## config.mk

```make
export PLATFORM = sky130hd
export DESIGN_NAME = pwm_audio_out
export DESIGN_NICKNAME = d
export VERILOG_FILES = /design/src/rtl/pwm_audio_out.sv
export SDC_FILE = /design/constraint.sdc
export NUM_CORES = 1
export LEC_CHECK = 0
export BUFFER_PORTS_ARGS = -buffer_cell sky130_fd_sc_hd__buf_2
export CAP_MARGIN = 20
export CORE_MARGIN = 4
export CORE_UTILIZATION = 35
export CTS_CLUSTER_DIAMETER = 200
export DETAILED_ROUTE_END_ITERATION = 10
export GPL_TIMING_DRIVEN = 0
export PLACE_DENSITY = 0.57
export SLEW_MARGIN = 20
export SYNTH_ARGS = -nofsm -noshare
export SYNTH_HDL_FRONTEND = slang
export SYNTH_SLANG_ARGS = --single-unit
```

## constraint.sdc

```tcl
create_clock -name clk -period 10.3 [get_ports clk]
set_input_delay 2.06 -clock clk [delete_from_list [all_inputs] [get_ports clk]]
set_output_delay 2.06 -clock clk [all_outputs]
set_load 0.01 [all_outputs]
```

## src/rtl/pwm_audio_out.sv

```systemverilog
// PWM audio output stage: scales the mixer sample about midscale by a click-free mute/unmute gain ramp.
// One 256-clock PWM period per sample; duty, gain and FSM update only on the cnt==255 boundary cycle.
module pwm_audio_out #(
  parameter int RAMP_STEP = 4
) (
  input  logic       clk,
  input  logic       reset,
  input  logic [7:0] sample_in,
  input  logic       enable,
  output logic       pwm_out,
  output logic       sample_tick,
  output logic [8:0] gain,
  output logic [1:0] state,
  output logic       muted
);

  localparam logic [1:0] ST_MUTED     = 2'd0;
  localparam logic [1:0] ST_RAMP_UP   = 2'd1;
  localparam logic [1:0] ST_PLAY      = 2'd2;
  localparam logic [1:0] ST_RAMP_DOWN = 2'd3;

  localparam logic [9:0] STEP  = 10'(RAMP_STEP);
  localparam logic [9:0] UNITY = 10'd256;

  logic [7:0]         r_cnt;
  logic [7:0]         r_duty;
  logic [8:0]         r_gain;
  logic [1:0]         r_state;
  logic               r_pwm;
  logic               r_tick;
  logic               r_muted;

  logic               w_boundary;
  logic signed [8:0]  w_s;
  logic signed [18:0] w_prod;
  logic [7:0]         w_duty;
  logic [9:0]         w_gain_ext;
  logic [9:0]         w_up;
  logic [8:0]         w_gain_nxt;
  logic [1:0]         w_state_nxt;
  logic               w_unused;

  assign w_boundary = (r_cnt == 8'hFF);

  // Product bits [15:8] are p>>>8 modulo 256; the +128 result always lands in 0..255.
  assign w_s        = $signed({1'b0, sample_in}) - 9'sd128;
  assign w_prod     = 19'(w_s) * 19'($signed({1'b0, r_gain}));
  assign w_duty     = w_prod[15:8] + 8'd128;
  assign w_unused   = ^{w_prod[18:16], w_prod[7:0]};

  assign w_gain_ext = {1'b0, r_gain};
  assign w_up       = w_gain_ext + STEP;

  always_comb begin
    w_gain_nxt  = r_gain;
    w_state_nxt = r_state;
    case (r_state)
      ST_MUTED: begin
        w_gain_nxt = 9'd0;
        if (enable) w_state_nxt = ST_RAMP_UP;
      end
      ST_RAMP_UP: begin
        if (enable) begin
          if (w_up >= UNITY) begin
            w_gain_nxt  = 9'd256;
            w_state_nxt = ST_PLAY;
          end else begin
            w_gain_nxt  = w_up[8:0];
          end
        end else begin
          w_state_nxt = ST_RAMP_DOWN;
        end
      end
      ST_PLAY: begin
        w_gain_nxt = 9'd256;
        if (!enable) w_state_nxt = ST_RAMP_DOWN;
      end
      default: begin
        if (!enable) begin
          if (w_gain_ext <= STEP) begin
            w_gain_nxt  = 9'd0;
            w_state_nxt = ST_MUTED;
          end else begin
            w_gain_nxt  = 9'(w_gain_ext - STEP);
          end
        end else begin
          w_state_nxt = ST_RAMP_UP;
        end
      end
    endcase
  end

  always_ff @(posedge clk) begin
    if (reset) begin
      r_cnt   <= 8'd0;
      r_duty  <= 8'd128;
      r_gain  <= 9'd0;
      r_state <= ST_MUTED;
      r_pwm   <= 1'b0;
      r_tick  <= 1'b0;
      r_muted <= 1'b1;
    end else begin
      r_cnt  <= r_cnt + 8'd1;
      r_tick <= w_boundary;
      r_pwm  <= (r_cnt < r_duty);
      if (w_boundary) begin
        r_duty  <= w_duty;
        r_gain  <= w_gain_nxt;
        r_state <= w_state_nxt;
        r_muted <= (w_state_nxt == ST_MUTED);
      end
    end
  end

  assign pwm_out     = r_pwm;
  assign sample_tick = r_tick;
  assign gain        = r_gain;
  assign state       = r_state;
  assign muted       = r_muted;

endmodule

```

==> flow_metrics.env, run 1 <==
export IMPL_cp_max_fo=10
export IMPL_cts_htree_levels=1
export IMPL_timing_fmax_mhz=151
export IMPL_post_cts_repair_setup_buffers=0
export IMPL_leakagePower_uw=0.00197
export IMPL_pin_count=25
export IMPL_grt_overflow_total=0
export IMPL_firstDrtPassIters=4
export IMPL_cts_root_buf="clkbuf_8"
export IMPL_powerDensity_nw_per_um2=61.6
export IMPL_ir_worst_vdd_mv=0.0502
export IMPL_final_min_clock_period_ns=6.62
export IMPL_ys_ff_latch=28
export IMPL_hold_viol=0
export IMPL_p_switching_uw=72.7
export IMPL_cap_viol_max_count=0
export IMPL_netlist_area_um2=3790
export IMPL_cts_hold_fix_buffers=0
export IMPL_place_gp_congestion=0.828
export IMPL_grt_max_degree=17
export IMPL_cts_buffers=3
export IMPL_relSlewSlack=0.598
export IMPL_synth_cells=441
export IMPL_tightest_slew_ns=0.603
export IMPL_status="finished, final reports clean"
export IMPL_hpwlAfterDp_mm=6.98
export IMPL_die_h_um=112
export IMPL_tns_ns=0
export IMPL_post_route_drc_count=0
export IMPL_p_sw_frac=0.283
export IMPL_critPathLaunchType="input pin"
export IMPL_ys_types=51
export IMPL_port_buffers=21
export IMPL_grt_pass1_wl_mm=14.7
export IMPL_final_cell_mix="inv_1, nand2_1, fa_1"
export IMPL_layout_commonest_cell="inv_1"
export IMPL_syn2layout_area_growth_pct=10.2
export IMPL_wl_per_cell_um=13.9
export IMPL_maxSlewViolCount=0
export IMPL_insertion_delay_ns=0.28
export IMPL_ctsResizeCount=0
export IMPL_core_area_um2=10400
export IMPL_initialDrtViolationCount=126
export IMPL_p_clk_frac=0.350
export IMPL_cts_reportedPaths_clkPinSlew_ns=0.10
export IMPL_fp_dieArea_um2=12500
export IMPL_hp_class="register to register"
export IMPL_end_kind="register"
export IMPL_ant_nets=0
export IMPL_p_int_uw=184
export IMPL_antenna_found_initial=0
export IMPL_drive_gt1_frac=0.0860
export IMPL_num_vias=3005
export IMPL_seq_area_frac_synth=0.148
export IMPL_utilization=0.401
export IMPL_cts_tree="built"
export IMPL_vias_per_cell=4.90
export IMPL_seq_power_share=0.435
export IMPL_setup_viol=0
export IMPL_routed_wl_mm=8.49
export IMPL_syn_area_per_cell_um2=8.59
export IMPL_crit_type="input pin to register"
export IMPL_grt_pass1_vias=3040
export IMPL_timing_final_crit_share=0.643
export IMPL_ys_warn_count=0
export IMPL_comb_power_share=0.215
export IMPL_clockBufferDepth=2
export IMPL_fin_skew_ns=0.00195
export IMPL_finalNetCount=582
export IMPL_critPathRequiredTime_ns=10.46
export IMPL_clock_sinks=28
export IMPL_antenna_diode_count=0
export IMPL_rows=37
export IMPL_fp_dieW_um=112
export IMPL_initial_core_util=0.363
export IMPL_grt_usage=0.140
export IMPL_grt_setup_unrepaired="false"
export IMPL_cp_arrival_ns=6.78
routing by layer:
layer  up-vias  share of wire  GRT usage
li1       1479              -          -
met5         -              0          0
met4         0          0.011     0.0256
met3         8          0.028     0.0179
met2        46           0.49      0.244
met1      1472           0.47      0.187
through the flow:
stage	hold WS, ns	cells	setup slack [ns]	total power (uW)	instance area, um2
floorplan	0.425	452	3.86	153	3830
global placement	0.440	609	3.37	168	4100
detailed placement	0.450	609	3.32	169	4100
CTS	0.476	613	3.61	260	4170
global route	0.495	613	3.29	273	4170
finish	0.475	613	3.68	257	4170
path summary, 6_finish.rpt:
check                           cells after the start  slack [ns]        end         start
worst max-delay path                               19        3.68  r_duty[6]  sample_in[7]
worst min-delay path                                1        0.47   r_cnt[0]      r_cnt[0]
worst max register to register                     17        4.69  r_duty[6]       gain[6]
worst min register to register                      1        0.47   r_cnt[0]      r_cnt[0]
cells by family after synthesis:
family,count (synthesis),share of synthesized area
adders and majority gates,93,0.401
buffers and inverters,89,0.0932
AOI/OAI and AO/OA,68,0.121
muxes,2,0.00859
other,2,0.00198
xor gates and xnor gates,17,0.0393
and+or+nand+nor,142,0.188
DFF,28,0.148
synthesized netlist by cell type, drive strengths merged:
| cell type | n | area share |
|---|---|---|
| o21ai | 15 | 0.020 |
| a21o | 4 | 0.0079 |
| a21boi | 1 | 0.0020 |
| o32ai | 2 | 0.0086 |
| and3 | 3 | 0.0050 |
| nor3 | 9 | 0.012 |
| inv | 70 | 0.069 |
| a311oi | 1 | 0.0023 |
| and2 | 23 | 0.038 |
| nor2 | 29 | 0.029 |
| nor4 | 2 | 0.0050 |
| clkbuf | 11 | 0.011 |
| nand2 | 48 | 0.048 |
| nand3b | 1 | 0.0053 |
| o21a | 4 | 0.0079 |
| nor2b | 2 | 0.0033 |
| o32a | 2 | 0.0053 |
| nand4 | 3 | 0.0050 |
| a31oi | 1 | 0.0017 |
| o311a | 1 | 0.0026 |
| a41oi | 1 | 0.0023 |
| xnor2 | 11 | 0.025 |
| ha | 46 | 0.15 |
| a221o | 1 | 0.0026 |
| or3 | 4 | 0.0066 |
| o211ai | 1 | 0.0020 |
| a21oi | 22 | 0.029 |
| xor2 | 6 | 0.014 |
| o211a | 2 | 0.0053 |
| or4 | 1 | 0.0020 |
| o31ai | 3 | 0.0059 |
| o2bb2ai | 1 | 0.0023 |
| conb | 2 | 0.0020 |
| dfxtp | 28 | 0.15 |
| fa | 47 | 0.25 |
| nand3 | 10 | 0.017 |
| and3b | 1 | 0.0023 |
| or2 | 4 | 0.0073 |
| nand2b | 2 | 0.0033 |
| mux2i | 2 | 0.0086 |
| a221oi | 1 | 0.0023 |
| a211oi | 3 | 0.0059 |
| o311ai | 2 | 0.0046 |
| buf | 8 | 0.013 |
sequential cells by signal, indices dropped and copies added, names as in the netlist:
name and cells:
sample_tick 1, r_duty 8, gain 7, state 2, pwm_out 1, r_cnt 8, muted 1
critical path, stage by stage:
cell      delay [ns]
buf_2           0.12
clkbuf_1        0.34
inv_1           0.08
ha_1            0.29
inv_1           0.05
fa_1            0.53
inv_1           0.07
fa_1            0.51
fa_1            0.54
inv_1           0.05
fa_1            0.50
inv_1           0.04
ha_1            0.33
and3_1          0.19
a221o_1         0.40
a21boi_0        0.37
nor3_1          0.07
o21ai_0         0.14
o21ai_0         0.09
power groups by stage:
stage	logic (uW)	clock network, uW	registers (uW)
5_1_grt	64.5	96.4	112
2_1_floorplan	39.4	0	114
4_1_cts	55.6	92.3	112
3_3_place_gp	53.8	0	114
6_report	55.3	90.0	112
3_5_place_dp	55.1	0	114
layout make-up:
| class | instances | area [um2] |
|---|---|---|
| buffer | 19 | 90.1 |
| clock buffer | 3 | 41.3 |
| clock inverter | 1 | 30.0 |
| fill | 1080 | 6240 |
| inverter | 70 | 263 |
| multi-input combinational | 335 | 2910 |
| sequential | 28 | 561 |
| tap | 136 | 170 |
| timing repair buffer | 21 | 105 |
Note: power is estimated with default switching activity, not from simulation.
==> run 2: changes to the inputs <==
--- a/config.mk
+++ b/config.mk
@@ -12,7 +12,7 @@
 export CTS_CLUSTER_DIAMETER = 200
 export DETAILED_ROUTE_END_ITERATION = 10
 export GPL_TIMING_DRIVEN = 0
-export PLACE_DENSITY = 0.57
+export PLACE_DENSITY = 0.59
 export SLEW_MARGIN = 20
 export SYNTH_ARGS = -nofsm -noshare
 export SYNTH_HDL_FRONTEND = slang
==> constraint.sdc (replaced) <==
create_clock -name clk -period 5.3 [get_ports clk]
set_input_delay 1.06 -clock clk [delete_from_list [all_inputs] [get_ports clk]]
set_output_delay 1.06 -clock clk [all_outputs]
set_load 0.01 [all_outputs]
==> run 2 against run 1 <==
Against the previous run: clock skew up 0.0024 ns; core utilization up 2.4 points; via count barely moved; setup slack got worse by 3.6 ns; die area is the same; largest cell class unchanged; power up 100%; critical endpoint is now r_duty[4]; non-clock buffer count up 1; worst hold slack lost 0.0020 ns.
==> flow_metrics.env, run 2 (synthesized netlist as in run 1, its figures left out) <==
export IMPL_layout_commonest_cell="inv_1"
export IMPL_grt_pass1_vias=3026
export IMPL_fin_skew_ns=0.00438
export IMPL_routed_wl_mm=8.37
export IMPL_relSlewSlack=0.644
export IMPL_end_kind="register"
export IMPL_grt_pass1_wl_mm=14.4
export IMPL_cap_viol_max_count=0
export IMPL_critPathLaunchType="input pin"
export IMPL_firstDrtPassIters=4
export IMPL_hp_class="register to register"
export IMPL_ir_worst_vdd_mv=0.0912
export IMPL_setup_viol=0
export IMPL_grt_overflow_total=0
export IMPL_grt_usage=0.137
export IMPL_grt_setup_unrepaired="true"
export IMPL_final_area_um2=4420
export IMPL_cp_arrival_ns=5.35
export IMPL_place_gp_congestion=0.822
export IMPL_maxSlewViolCount=0
export IMPL_leakagePower_uw=0.00205
export IMPL_critPathRequiredTime_ns=5.46
export IMPL_num_vias=3006
export IMPL_cts_htree_levels=1
export IMPL_antenna_found_initial=0
export IMPL_tns_ns=0
export IMPL_tightest_slew_ns=0.535
export IMPL_syn2layout_area_growth_pct=16.8
export IMPL_powerDensity_nw_per_um2=119
export IMPL_vias_per_cell=4.90
export IMPL_n_fill_cell=1021
export IMPL_ant_nets=0
export IMPL_grt_max_degree=20
export IMPL_utilization=0.425
export IMPL_drive_gt1_frac=0.172
export IMPL_pin_count=25
export IMPL_initialDrtViolationCount=91
export IMPL_hpwlAfterDp_mm=6.70
export IMPL_finalNetCount=583
export IMPL_fp_dieW_um=112
export IMPL_cts_tree="built"
export IMPL_wl_per_cell_um=13.6
export IMPL_reg2reg_depth=17
export IMPL_crit_type="input pin to register"
export IMPL_antenna_diode_count=0
export IMPL_hold_viol=0
export IMPL_place_area_um2=4100
export IMPL_clock_sinks=28
export IMPL_timing_final_crit_share=0.980
export IMPL_insertion_delay_ns=0.28
export IMPL_status="finished, final reports clean"
export IMPL_die_h_um=112
export IMPL_port_buffers=21
export IMPL_cp_max_fo=7
export IMPL_rows=37
export IMPL_core_area_um2=10400
export IMPL_cts_root_buf="clkbuf_8"
export IMPL_hold_depth=2
export IMPL_fp_dieArea_um2=12500
export IMPL_initial_core_util=0.363
export IMPL_clockBufferDepth=2
export IMPL_cts_buffers=3
export IMPL_final_min_clock_period_ns=5.20
export IMPL_post_route_drc_count=0
export IMPL_timing_fmax_mhz=192
export IMPL_cts_reportedPaths_clkPinSlew_ns=0.10
export IMPL_final_cell_mix="inv_1, fa_1, nand2_1"
[run 2: cell type report]
class,instances,area (um2),area share
clock inverters,1,30.0,0.00679
repair buffers,24,191,0.0433
well taps,136,170,0.0385
inverters,70,263,0.0594
clock buffers,3,41.3,0.00934
flip-flops and latches,28,563,0.127
multi-input cells,335,3060,0.692
plain buffers,17,103,0.0232
[run 2: repair_timing]
| action | in CTS | in global routing |
|---|---|---|
| pin swaps | 8 | 19 |
| setup buffers | 0 | 2 |
| cloned | 0 | 1 |
| hold buffers | 0 | 0 |
| gates resized for setup | 12 | 56 |
| endpoints found under the setup margin | 5 | 6 |
| hold endpoints to repair | 0 | 0 |
[run 2: per-layer routing]
layer  part of all wire  GRT usage  vias up
met1               0.44      0.183     1447
met3              0.046     0.0217       10
met2               0.50      0.231       62
met4              0.013     0.0361        0
li1                   -          -     1487
met5                  0          0        -
[run 2: through the flow]
step | instances | setup WS, ns | hold WS [ns] | power [uW]
global placement | 609 | -0.393 | 0.439 | 327
CTS | 611 | 0.0100 | 0.476 | 508
floorplan | 452 | 0.0505 | 0.425 | 299
finish | 614 | 0.105 | 0.473 | 525
detailed placement | 609 | -0.456 | 0.451 | 329
global route | 614 | -0.0447 | 0.494 | 555
[run 2: worst paths after layout]
kind	endpoint	start	slack, ns
setup reg to reg	r_duty[4]	gain[6]	0.17
hold / removal	muted	muted	0.47
hold reg to reg	muted	muted	0.47
setup / recovery	r_duty[4]	sample_in[4]	0.10
[run 2: worst max-delay path, cell delays in order]
cell and delay (ns):
buf_6 0.11, nand2_1 0.08, fa_1 0.47, fa_1 0.51
inv_2 0.04, fa_1 0.50, fa_1 0.52, inv_2 0.04
fa_1 0.49, inv_2 0.05, ha_4 0.24, and3_4 0.17
a221o_1 0.42, o21a_1 0.24, nor2_2 0.14, xor2_1 0.18
o31ai_1 0.09
[run 2: power breakdown]
part | total [uW] | leakage [uW] | internal [uW] | switching [uW]
sequential | 217 | 0.000228 | 214 | 3.42
combinational | 133 | 0.00178 | 61.2 | 71.8
clock | 175 | 0.0000357 | 101 | 73.4
total | 525 | 0.00205 | 376 | 149
==> run 3: changes to the inputs <==
--- a/config.mk
+++ b/config.mk
@@ -5,6 +5,7 @@
 export SDC_FILE = /design/constraint.sdc
 export NUM_CORES = 1
 export LEC_CHECK = 0
+export ABC_AREA = 1
 export BUFFER_PORTS_ARGS = -buffer_cell sky130_fd_sc_hd__buf_2
 export CAP_MARGIN = 20
 export CORE_MARGIN = 4
==> run 3 against run 2 <==
Against the previous run: setup slack improved by 0.21 ns; via count rose by 9.3%; sequential cell count did not move; critical path depth rose by 1; final cell count rose by 16%; final area fell by 0.82%; register-to-register slack improved by 0.23 ns; power rose by 3.6%; critical path type unchanged; wire length fell by 1.9%; non-clock buffer count fell by 5; clock power rose by 30%; largest power group is now the clock network.
==> flow_metrics.env, run 3 <==
export IMPL_hold_viol=0
export IMPL_timing_fmax_mhz=200
export IMPL_synth_top_area_frac=0.238
export IMPL_routed_wl_mm=8.21
export IMPL_hpwlAfterDp_mm=7.06
export IMPL_cap_viol_max_count=0
export IMPL_cts_reportedPaths_clkPinSlew_ns=0.07
export IMPL_grt_overflow_total=0
export IMPL_ant_nets=0
export IMPL_finalNetCount=678
export IMPL_hp_class="register to register"
export IMPL_place_gp_congestion=0.870
export IMPL_synth_most_common_cell="inv_1"
export IMPL_initialDrtViolationCount=123
export IMPL_synth_main_ff_cell="dfxtp_1"
export IMPL_initial_core_util=0.362
export IMPL_final_area_um2=4390
export IMPL_regArea_um2=561
export IMPL_drive_gt1_frac=0.0855
export IMPL_m1WireLength_mm=4.08
export IMPL_n_fill_cell=1161
export IMPL_syn2layout_area_growth_pct=10.8
export IMPL_vias_per_cell=4.61
export IMPL_fin_skew_ns=0.00294
export IMPL_grt_pass1_wl_mm=14.9
export IMPL_seq_area_frac_synth=0.142
export IMPL_place_area_um2=4280
export IMPL_post_route_drc_count=0
export IMPL_met2_length_mm=3.96
export IMPL_crit_type="input pin to register"
export IMPL_wl_met3_um=160
export IMPL_final_min_clock_period_ns=4.99
export IMPL_wl_per_cell_um=11.5
export IMPL_clock_sinks=28
export IMPL_critPathLaunchType="input pin"
export IMPL_tns_ns=0
export IMPL_num_vias=3287
export IMPL_r2r_slack_ns=0.40
export IMPL_multiInputGateArea_um2=2880
export IMPL_final_cell_mix="inv_1, nand2_1, fa_1"
export IMPL_post_cts_repair_setup_buffers=0
export IMPL_port_buffers=22
export IMPL_leakagePower_uw=0.00252
export IMPL_setup_viol=0
export IMPL_die_h_um=114
export IMPL_end_kind="register"
export IMPL_cts_htree_levels=1
export IMPL_core_area_um2=10900
export IMPL_insertion_delay_ns=0.26
export IMPL_yosysTopAreaCell="fa_1"
export IMPL_antenna_found_initial=0
export IMPL_status="finished, final reports clean"
export IMPL_netlist_top_cells_area="fa_1, ha_1, dfxtp_1"
export IMPL_grt_pass1_vias=3333
export IMPL_syn_area_per_cell_um2=7.37
export IMPL_fp_dieW_um=114
export IMPL_ys_warn_count=0
export IMPL_netlist_area_um2=3960
export IMPL_highest_layer="met4"
export IMPL_synth_edf_count=0
export IMPL_fp_dieArea_um2=13100
export IMPL_synth_cells=537
export IMPL_ys_types=34
export IMPL_powerDensity_nw_per_um2=124
export IMPL_ys_ff_latch=28
export IMPL_rows=38
export IMPL_pin_count=25
export IMPL_synth_commonest_cells="inv_1, nand2_1, fa_1"
export IMPL_cp_arrival_ns=5.15
export IMPL_layout_commonest_cell="inv_1"
export IMPL_cts_root_buf="clkbuf_16"
export IMPL_cts_buffers=3
export IMPL_critPathRequiredTime_ns=5.46
export IMPL_antenna_diode_count=0
export IMPL_grt_max_degree=17
export IMPL_tightest_slew_ns=0.516
export IMPL_clockBufferDepth=2
export IMPL_timing_final_crit_share=0.941
export IMPL_firstDrtPassIters=7
export IMPL_cp_max_fo=9
export IMPL_ir_worst_vdd_mv=0.0957
export IMPL_grt_setup_unrepaired="false"
export IMPL_maxSlewViolCount=0
export IMPL_async_reset_ff_frac=0
export IMPL_relSlewSlack=0.656
export IMPL_cts_tree="built"
export IMPL_grt_usage=0.136
-- run 3: cell count changes in the layout (fill, tap and decap cells not counted), moves of 5 or more --
cell     change
nand2_1     +72
inv_1       +59
and2_1      -21
nand3_1     +19
nor2_1      +13
buf_2       +11
a21oi_1      +7
ha_1         +6
ha_4         -6
nor3_1       -6
xnor2_1      -6
xor2_1       +6
inv_2        -5
o21ai_0      +5
-- run 3: cells by family (layout without fill, tap and decap cells) --
| kind of cell | after synthesis | in the layout | synth area share |
|---|---|---|---|
| DFF | 28 | 28 | 0.142 |
| and+or+nand+nor | 200 | 200 | 0.219 |
| xor gates and xnor gates | 17 | 17 | 0.0376 |
| adders and majority gates | 93 | 93 | 0.383 |
| other | 2 | 13 | 0.00190 |
| buffers and inverters | 140 | 165 | 0.140 |
| AOI/OAI and AO/OA | 57 | 57 | 0.0768 |
-- run 3: critical path: stages --
cell and delay, ns:
buf_2 0.13, buf_2 0.17, inv_1 0.23, nand2_1 0.12, fa_1 0.52, fa_1 0.52
fa_1 0.54, inv_1 0.05, fa_1 0.49, ha_1 0.32, ha_1 0.36, nand2_1 0.10
nor2_1 0.16, nand2_1 0.08, nand3_1 0.10, nand3_1 0.09, nand3_1 0.08, nand2_1 0.04
-- run 3: path summary, 6_finish.rpt --
kind	start	endpoint	cells past startpoint
hold / removal	r_cnt[0]	r_cnt[0]	1
setup / recovery	sample_in[7]	r_duty[7]	18
hold reg to reg	r_cnt[0]	r_cnt[0]	1
setup reg to reg	gain[5]	r_duty[5]	19
-- run 3: metal layers --
layer  vias to the layer above  global-route usage
li1                       1683                   -
met1                      1567               0.186
met2                        33               0.238
met3                         4              0.0190
met4                         0              0.0127
met5                         -                   0
-- run 3: final cells by class --
class | instances | area share
Inverter | 125 | 0.108
Buffer | 14 | 0.0183
Clock buffer | 3 | 0.0171
Sequential cell | 28 | 0.128
Clock inverter | 1 | 0.00685
Multi-Input combinational cell | 380 | 0.657
Tap cell | 140 | 0.0399
Timing Repair Buffer | 22 | 0.0251
-- run 3: report_power, final --
part           internal, uW  leakage [uW]  total, uW  switching (uW)
Combinational          38.7       0.00224        102            63.4
Clock                   151     0.0000511        227            76.5
Sequential              212      0.000227        214            1.94
Total                   402       0.00252        544             142
-- run 3: timing repair --
item	4_1_cts	5_1_grt
endpoints found under the setup margin	0	6
gates resized for setup	0	2
hold buffers	0	0
endpoints found under the hold margin	0	0
-- run 3: per-stage QoR --
stage / utilization / setup WS (ns) / cells / hold WS, ns / power, uW
after floorplan: - / 0.373 / 548 / 0.427 / 294
after global placement: 0.392 / -0.0463 / 710 / 0.446 / 320
after detailed placement: 0.392 / -0.0850 / 710 / 0.463 / 322
after CTS: 0.401 / 0.113 / 714 / 0.479 / 548
after global routing: 0.401 / 0.0164 / 713 / 0.508 / 577
final: 0.401 / 0.312 / 713 / 0.472 / 544
